<file path="src/rtl/rob_param.sv">
// Parametrised reorder buffer: circular queue of in-flight instructions kept in
// program order. Results arrive over NCDB common data buses, operands are
// forwarded to the decoder, and one entry commits per cycle to the register
// file, the data cache (store handshake) or the branch predictor. A branch
// mispredict at the head empties the whole buffer.
module rob_param #(
   parameter int DEPTH  = 8,
   parameter int TAG_W  = 3,
   parameter int NCDB   = 2,
   parameter int DATA_W = 32,
   parameter int ADDR_W = 32,
   parameter int REG_W  = 5,
   parameter int BP_W   = 10
) (
   input  logic                     clk,
   input  logic                     rst,
   input  logic                     alloc_valid,
   output logic                     alloc_ready,
   input  logic [2:0]               alloc_op,
   input  logic [REG_W-1:0]         alloc_rd,
   input  logic [BP_W-1:0]          alloc_bpaddr,
   input  logic                     alloc_pred,
   output logic [TAG_W-1:0]         alloc_tag,
   output logic [TAG_W:0]           count,
   input  logic [NCDB-1:0]          cdb_valid,
   input  logic [NCDB*TAG_W-1:0]    cdb_tag,
   input  logic [NCDB*DATA_W-1:0]   cdb_value,
   input  logic [NCDB*ADDR_W-1:0]   cdb_addr,
   input  logic [NCDB-1:0]          cdb_taken,
   input  logic [TAG_W-1:0]         chk_tag1,
   input  logic [TAG_W-1:0]         chk_tag2,
   output logic                     chk_ok1,
   output logic                     chk_ok2,
   output logic [DATA_W-1:0]        chk_data1,
   output logic [DATA_W-1:0]        chk_data2,
   output logic                     reg_we,
   output logic [REG_W-1:0]         reg_rd,
   output logic [DATA_W-1:0]        reg_data,
   output logic [TAG_W-1:0]         reg_tag,
   output logic                     st_req,
   output logic [3:0]               st_mask,
   output logic [ADDR_W-1:0]        st_addr,
   output logic [DATA_W-1:0]        st_data,
   input  logic                     st_ack,
   output logic                     misalign,
   output logic                     brp_update,
   output logic [BP_W-1:0]          brp_addr,
   output logic                     brp_taken,
   output logic                     flush,
   output logic [ADDR_W-1:0]        flush_pc
);

   localparam logic [2:0] OP_BR   = 3'd1;
   localparam logic [2:0] OP_NORM = 3'd2;
   localparam logic [2:0] OP_SB   = 3'd3;
   localparam logic [2:0] OP_SH   = 3'd4;
   localparam logic [2:0] OP_SW   = 3'd5;

   localparam logic [TAG_W:0]   FULL     = (TAG_W+1)'(DEPTH);
   localparam logic [TAG_W:0]   CNT_ZERO = {(TAG_W+1){1'b0}};
   localparam logic [TAG_W-1:0] PTR_ONE  = {{(TAG_W-1){1'b0}}, 1'b1};

   // Byte-lane mask for a store; zero means the access is misaligned.
   function automatic logic [3:0] lane_mask(input logic [2:0] kind, input logic [1:0] off);
      logic [3:0] m;
      case (kind)
         OP_SB:   m = 4'b0001 << off;
         OP_SH:   m = (off == 2'b00) ? 4'b0011 : ((off == 2'b10) ? 4'b1100 : 4'b0000);
         OP_SW:   m = (off == 2'b00) ? 4'b1111 : 4'b0000;
         default: m = 4'b0000;
      endcase
      return m;
   endfunction

   // entry storage
   logic [DEPTH-1:0]             e_busy, e_done, e_taken, e_pred;
   logic [DEPTH-1:0][2:0]        e_op;
   logic [DEPTH-1:0][REG_W-1:0]  e_rd;
   logic [DEPTH-1:0][DATA_W-1:0] e_value;
   logic [DEPTH-1:0][ADDR_W-1:0] e_addr;
   logic [DEPTH-1:0][BP_W-1:0]   e_bpaddr;
   logic [TAG_W-1:0]             head, tail;

   // per-port views of the flat CDB buses
   logic [NCDB-1:0][TAG_W-1:0]   p_tag;
   logic [NCDB-1:0][DATA_W-1:0]  p_value;
   logic [NCDB-1:0][ADDR_W-1:0]  p_addr;
   assign p_tag   = cdb_tag;
   assign p_value = cdb_value;
   assign p_addr  = cdb_addr;

   logic [2:0] h_op;
   logic [3:0] h_mask;
   logic       h_store, head_done, retire, mispredict, accept;

   assign alloc_ready = (count != FULL) && !flush;
   assign accept      = alloc_valid && alloc_ready;
   assign alloc_tag   = tail;

   // Decide what the head entry does this cycle.
   always_comb begin
      h_op       = e_op[head];
      h_mask     = lane_mask(h_op, e_addr[head][1:0]);
      h_store    = (h_op == OP_SB) || (h_op == OP_SH) || (h_op == OP_SW);
      // a pending store blocks any further head evaluation
      head_done  = (count != CNT_ZERO) && e_done[head] && !st_req;
      mispredict = head_done && (h_op == OP_BR) && (e_taken[head] != e_pred[head]);
      if (head_done && !(h_store && (h_mask != 4'b0000))) begin
         retire = 1'b1;
      end else if (st_req && st_ack) begin
         retire = 1'b1;
      end else begin
         retire = 1'b0;
      end
   end

   // Operand lookup: a live CDB result beats the stored value, lowest port first.
   always_comb begin
      chk_ok1   = e_done[chk_tag1];
      chk_data1 = e_value[chk_tag1];
      chk_ok2   = e_done[chk_tag2];
      chk_data2 = e_value[chk_tag2];
      for (int i = NCDB - 1; i >= 0; i--) begin
         if (cdb_valid[i] && (p_tag[i] == chk_tag1)) begin
            chk_ok1   = 1'b1;
            chk_data1 = p_value[i];
         end else begin
         end
         if (cdb_valid[i] && (p_tag[i] == chk_tag2)) begin
            chk_ok2   = 1'b1;
            chk_data2 = p_value[i];
         end else begin
         end
      end
   end

   // Buffer state: allocation, CDB write-back, retirement and flush.
   always_ff @(posedge clk or negedge rst) begin
      if (!rst) begin
         head     <= '0;
         tail     <= '0;
         count    <= '0;
         e_busy   <= '0;
         e_done   <= '0;
         e_taken  <= '0;
         e_pred   <= '0;
         e_op     <= '0;
         e_rd     <= '0;
         e_value  <= '0;
         e_addr   <= '0;
         e_bpaddr <= '0;
      end else if (mispredict) begin
         // everything younger than the branch is wrong-path; same-cycle alloc is dropped
         head   <= '0;
         tail   <= '0;
         count  <= '0;
         e_busy <= '0;
         e_done <= '0;
      end else begin
         // walk ports high to low so the lowest index lands last and wins
         for (int i = NCDB - 1; i >= 0; i--) begin
            if (cdb_valid[i] && e_busy[p_tag[i]] && !e_done[p_tag[i]]) begin
               e_done[p_tag[i]]  <= 1'b1;
               e_value[p_tag[i]] <= p_value[i];
               e_addr[p_tag[i]]  <= p_addr[i];
               e_taken[p_tag[i]] <= cdb_taken[i];
            end
         end
         if (accept) begin
            e_busy[tail]   <= 1'b1;
            e_done[tail]   <= 1'b0;
            e_op[tail]     <= alloc_op;
            e_rd[tail]     <= alloc_rd;
            e_bpaddr[tail] <= alloc_bpaddr;
            e_pred[tail]   <= alloc_pred;
            tail           <= tail + PTR_ONE;
         end
         if (retire) begin
            e_busy[head] <= 1'b0;
            e_done[head] <= 1'b0;
            head         <= head + PTR_ONE;
         end
         count <= count + {{TAG_W{1'b0}}, accept} - {{TAG_W{1'b0}}, retire};
      end
   end

   // Registered commit outputs: pulses for regfile/predictor/flush, held store request.
   always_ff @(posedge clk or negedge rst) begin
      if (!rst) begin
         reg_we     <= 1'b0;
         reg_rd     <= '0;
         reg_data   <= '0;
         reg_tag    <= '0;
         st_req     <= 1'b0;
         st_mask    <= 4'b0000;
         st_addr    <= '0;
         st_data    <= '0;
         misalign   <= 1'b0;
         brp_update <= 1'b0;
         brp_addr   <= '0;
         brp_taken  <= 1'b0;
         flush      <= 1'b0;
         flush_pc   <= '0;
      end else begin
         reg_we     <= 1'b0;
         misalign   <= 1'b0;
         brp_update <= 1'b0;
         flush      <= mispredict;
         if (mispredict) begin
            flush_pc <= ADDR_W'(e_value[head]);
         end
         if (st_req && st_ack) begin
            st_req <= 1'b0;
         end
         if (head_done) begin
            case (h_op)
               OP_NORM: begin
                  reg_we   <= 1'b1;
                  reg_rd   <= e_rd[head];
                  reg_data <= e_value[head];
                  reg_tag  <= head;
               end
               OP_BR: begin
                  brp_update <= 1'b1;
                  brp_addr   <= e_bpaddr[head];
                  brp_taken  <= e_taken[head];
               end
               OP_SB, OP_SH, OP_SW: begin
                  if (h_mask != 4'b0000) begin
                     st_req  <= 1'b1;
                     st_mask <= h_mask;
                     st_addr <= e_addr[head] & {{(ADDR_W-2){1'b1}}, 2'b00};
                     st_data <= e_value[head] << {e_addr[head][1:0], 3'b000};
                  end else begin
                     misalign <= 1'b1;
                  end
               end
               default: begin
               end
            endcase
         end
      end
   end

endmodule

</file>
<file path="config.mk">
export PLATFORM = sky130hd
export DESIGN_NAME = rob_param
export DESIGN_NICKNAME = d
export VERILOG_FILES = /design/src/rtl/rob_param.sv
export SDC_FILE = /design/constraint.sdc
export NUM_CORES = 2
export LEC_CHECK = 0
export ABC_AREA = 0
export CAP_MARGIN = 20
export CELL_PAD_IN_SITES_DETAIL_PLACEMENT = 1
export CELL_PAD_IN_SITES_GLOBAL_PLACEMENT = 2
export CORE_MARGIN = 2
export CORE_UTILIZATION = 38
export DETAILED_ROUTE_END_ITERATION = 16
export PLACE_DENSITY_LB_ADDON = 0.1
export SYNTH_ARGS = -nofsm -noshare
export SYNTH_HDL_FRONTEND = slang
export SYNTH_SLANG_ARGS = --single-unit
export TNS_END_PERCENT = 1
</file>
<file path="constraint.sdc">
create_clock -name clk -period 4.6 [get_ports clk]
set_input_delay 0.69 -clock clk [delete_from_list [all_inputs] [get_ports clk]]
set_output_delay 0.69 -clock clk [all_outputs]
set_load 0.01 [all_outputs]
</file>
# Yosys cells after proc, flatten, opt, wreduce, memory -nomap -nowiden
# Index checks and enable logic that the tools add are counted.
# W data, S select, Z words.
[totals]
register_bits = 852
[classes]
add_sub_neg = 4
magnitude_cmp = 10
n_eq_ne = 12
shift = 2
mux = 111
bitwise = 9
n_reduce_logical = 38
[op_table]
columns = ["op", "count"]
rows = [
  ["$mux W256", 6],
  ["$bwmux W256", 4],
  ["$bmux W32 S3", 4],
  ["$mux W32", 10],
  ["$demux W32 S3", 2],
  ["$mux W8", 15],
  ["$bwmux W80", 1],
  ["$bwmux W40", 1],
  ["$shl A32 B5 Y32", 1],
  ["$bmux W10 S3", 1],
  ["$demux W10 S3", 1],
  ["$mux W1", 30],
  ["$bmux W1 S3", 9],
  ["$and A8 B8 Y8", 3],
  ["$bwmux W24", 1],
  ["$bwmux W8", 3],
  ["$lt A3 B4 Y1 const B", 6],
  ["$or A8 B8 Y8", 3],
  ["$logic_and A1 B1 Y1", 21],
  ["$mux W10", 2],
  ["$mux W3", 6],
  ["$mux W4", 4],
  ["$not A8 Y8", 2],
  ["$bmux W5 S3", 1],
  ["27 further kinds", 49],
]

# Depth between registers and ports, before layout
[logic_depth]
word_depth = 16
mapped_depth = 15

# Worst setup path after synthesis
# Ideal clock, no wire load.
[synth_path]
kind = "input -> output"
startpoint = "input port chk_tag1[0]"
endpoint = "output port chk_data1[25]"
t_arrival_ns = 2.842
required_ns = 3.910
path_slack_ns = 1.068
cell_stages = 8
path_cell_list = "clkbuf_1 > buf_1 > buf_1 > mux4_2 > mux2i_1 > nand2_1 > o21ai_0 > o21ai_0"
[synth_via]
elab_chain_cells = 4
[synth_lines]
columns = ["element", "line", "source"]
rows = [
  ["start: declaration", "30", "input logic [TAG_W-1:0] chk_tag1,"],
  ["$bmux W32 S3 / $eq A3 B3 Y1 (equally long branches)", "120, 124", ""],
  ["$mux W32 (implied by the code) / $logic_and A1 B1 Y1 (equally long branches)", "120, 124", ""],
  ["$mux W32", "124", "if (cdb_valid[i] && (p_tag[i] == chk_tag1)) begin"],
  ["$mux W32 *", "124", ""],
  ["end: declaration", "34", "output logic [DATA_W-1:0] chk_data1,"],
]
# Every way passes the cells marked *; elsewhere a longest branch is shown, timed or not. The select of a mux whose other input is x is not followed.

# Worst setup path after layout
[layout_path]
startpoint = "input port cdb_tag[4]"
endpoint = "output port chk_data1[11]"
[layout_via]
elab_chain_cells = 4
[layout_lines]
columns = ["element", "line", "source"]
rows = [
  ["start: declaration", "26", "input logic [NCDB*TAG_W-1:0] cdb_tag,"],
  ["$eq A3 B3 Y1", "124", ""],
  ["$logic_and A1 B1 Y1", "124", ""],
  ["$mux W32 (2 in series)", "124", ""],
]
# No other way between the ends.

==> out/qor.yml <==
outcome: "finished clean"
final_max_slew_viol_count: 0
root_buffer: "clkbuf_16"
synth_seq_area_share: 0.449
grt_remaining_overflow: 0
synth_top_area_share: 0.449
whs_path_depth: 2
min_period_ps: 4270
max_freq_mhz: 234
grt_max_degree: 129
groute.usage.overall: 0.327
skew_ps: 30.1
max_stage_delay_ps: 670
cts_resized: 0
peakVddDrop_mv: 0.369
setup-tns-final_ps: 0
rsz0062_at_grt: "no"
synth_edf_count: 0
grt_pass1_vias: 43900
worstPathRequired_ps: 3910
die_w_um: 358
path_clk_slew_ps: 60
slew_headroom: 0.283
place_ws_ps: 401
io_pins: 397
numPortBuffers: 394
dr.pass1.iters: 6
avgSynthCellArea_um2: 10.2
tightest_slew_ps: 1050
ctsHtreeMaxLevel: 3
yosysWarnings: 0
die_h_um: 358
antenna_found_initial: 15
via_per_inst: 6.54
core_area_mm2: 0.124
post_drt_wl_per_cell_um: 32.4
worstSetupEndpointType: "output port"
yosys.area.top_type: "dfrtp_1"
crit_type: "in2out"
place_congestion: 0.855
leakage_nw: 22.2
timing.final.crit_share: 0.928
antenna_left: 0
drive_gt1_frac: 0.154
hold_class: "reg2reg"
drt_iter0_drc: 3675
r2r_cells: 9
synth-seq-cells: 852
area_delta_synth_final_pct: 20.0
vias: 42700
ys.flop_type: "dfrtp_1"
cp-start-kind: "primary input"
slowest_stage: "nand4_1"
nNetsFinal: 4972
dp_hpwl_um: 125000
synth_area_mm2: 0.0475
synthArstFlopShare: 1.00
cts_buffers: 102
cts_buffer_depth: 3
setup_viol: 0
cts_num_sinks: 852
netlist_instances: 4649
hold_violations: 0
clk_latency_ps: 720
fillCellCount: 13400
cts_tree: "built"
maxCapViolations: 0
crit_arrival_ps: 3580
placementRows: 129
grt_pass1_wl_um: 312000
yosysMostFrequentCell: "dfrtp_1"
finalWirelength_um: 211000
route.detailed.drc: 0
synth_area_leaders: "dfrtp_1 (45%), mux4_2 (7.3%), a2bb2oi_1 (7.2%)"
p_per_area_mw_per_mm2: 749
die_area_mm2: 0.128
worst_slack_ps: 331
crit_path_cell_trace: "clkdlybuf4s50_1 > xnor2_1 > nand4_1 > buf_12 > nand2_1 > o21ai_0 > o21ai_0 > clkdlybuf4s50_1"
synthTopCellsByCount: "dfrtp_1 (852), o21ai_0 (453), a2bb2oi_1 (389)"
critPathMaxFanout: 57
synth_cell_types: 80
start_util: 0.383
==> report_power, final <==
group / leakage, nW / switching [mW] / internal, mW / total, mW
registers: 9.83 / 2.95 / 11.2 / 14.2
logic: 10.7 / 11.0 / 9.10 / 20.1
clock network: 1.69 / 3.56 / 4.87 / 8.43
==> layout make-up <==
type / instances / area (um2) / share of cell area
diodes: 7 / 17.5 / 0.000307
multi-input cells: 3221 / 24100 / 0.422
inverters: 51 / 203 / 0.00355
clock inverters: 31 / 427 / 0.00748
repair buffers: 568 / 5900 / 0.103
clock buffers: 154 / 3020 / 0.0529
well taps: 1637 / 2050 / 0.0359
flip-flops and latches: 852 / 21300 / 0.374
==> worst paths after layout <==
path | startpoint | end | slack, ps
min reg2reg | st_data[14] | st_data[14] | 470
max reg2reg | head[1] | e_addr[167] | 730
min | st_data[14] | st_data[14] | 470
min in group asynchronous | rst | e_value[238] | 570
max in group asynchronous | rst | e_addr[112] | 2800
max | cdb_tag[4] | chk_data1[11] | 330
==> cells in the final DEF, fill, tap and decap left out, types with 7 or more instances in the layout <==
master / instances
nand2_1: 348
nor2b_1: 7
o31ai_1: 22
o2bb2ai_1: 13
inv_1: 46
a21oi_4: 9
clkinv_2: 16
dfrtp_1: 849
ha_1: 8
o21ai_0: 451
clkdlybuf4s50_1: 386
nand3_1: 306
o22a_1: 74
o211ai_1: 18
mux4_2: 155
mux2i_1: 105
clkbuf_8: 27
a211oi_1: 11
buf_12: 51
clkbuf_16: 102
a31oi_1: 131
nor3_1: 21
clkbuf_1: 25
a21oi_1: 31
nor2_1: 306
xnor2_1: 12
buf_4: 125
a22oi_1: 74
diode_2: 7
a22o_1: 112
o22ai_1: 143
nand4_1: 20
mux2_2: 199
mux2_1: 21
a221oi_1: 109
a2bb2oi_1: 389
nand3b_1: 9
==> registers in the layout (all words and copies together) (netlist names), 4 cells and up <==
name and count:
e_busy 8, reg_data 32, e_taken 8, st_mask 4, brp_addr 10, e_done 8
e_addr 256, st_addr 30, e_rd 40, st_data 32, reg_rd 5, flush_pc 32
count 4, e_pred 8, e_value 256, e_op 24, e_bpaddr 80
==> logic make-up after synthesis <==
kind of cell	Yosys count	share of synthesized area
AO/OA/AOI/OAI	1640	0.247
XOR/XNOR	19	0.00390
adder cells (fa/ha/maj)	9	0.00253
buffers and inverters	577	0.0504
flip-flops	852	0.449
multiplexers	484	0.149
other	1	0.0000789
AND/OR/NAND/NOR	1067	0.0985
==> per-stage QoR <==
stage               hold slack (ps)  utilization  instances  power (mW)  instance area (um2)
floorplan                       394            -       4650        25.0                47500
detailed placement              461        0.432       6327        34.1                53500
global route                    496        0.460       6519        44.9                57000
finish                          470        0.460       6521        42.7                57000
global placement                452        0.432       6326        33.7                53500
CTS                             476        0.460       6513        42.7                57000
==> critical path: cells and delay by family <==
| family | cells | cell delay, ps |
|---|---|---|
| xor gates and xnor gates | 1 | 150 |
| AOI/OAI and AO/OA | 2 | 250 |
| and+or+nand+nor | 2 | 790 |
| buffers and inverters | 3 | 1620 |
==> metal layers <==
layer | vias up | wire length [um] | track usage
li1 | 18100 | - | -
met1 | 22400 | 89900 | 0.447
met2 | 1810 | 97100 | 0.519
met3 | 396 | 15200 | 0.0529
met4 | 18 | 8720 | 0.131
met5 | - | 107 | 0
==> timing repair <==
action	4_1_cts	5_1_grt
hold buffers	1	0
endpoints found under the hold margin	20	0
setup buffers	0	0
(Power assumes the default switching activity.)
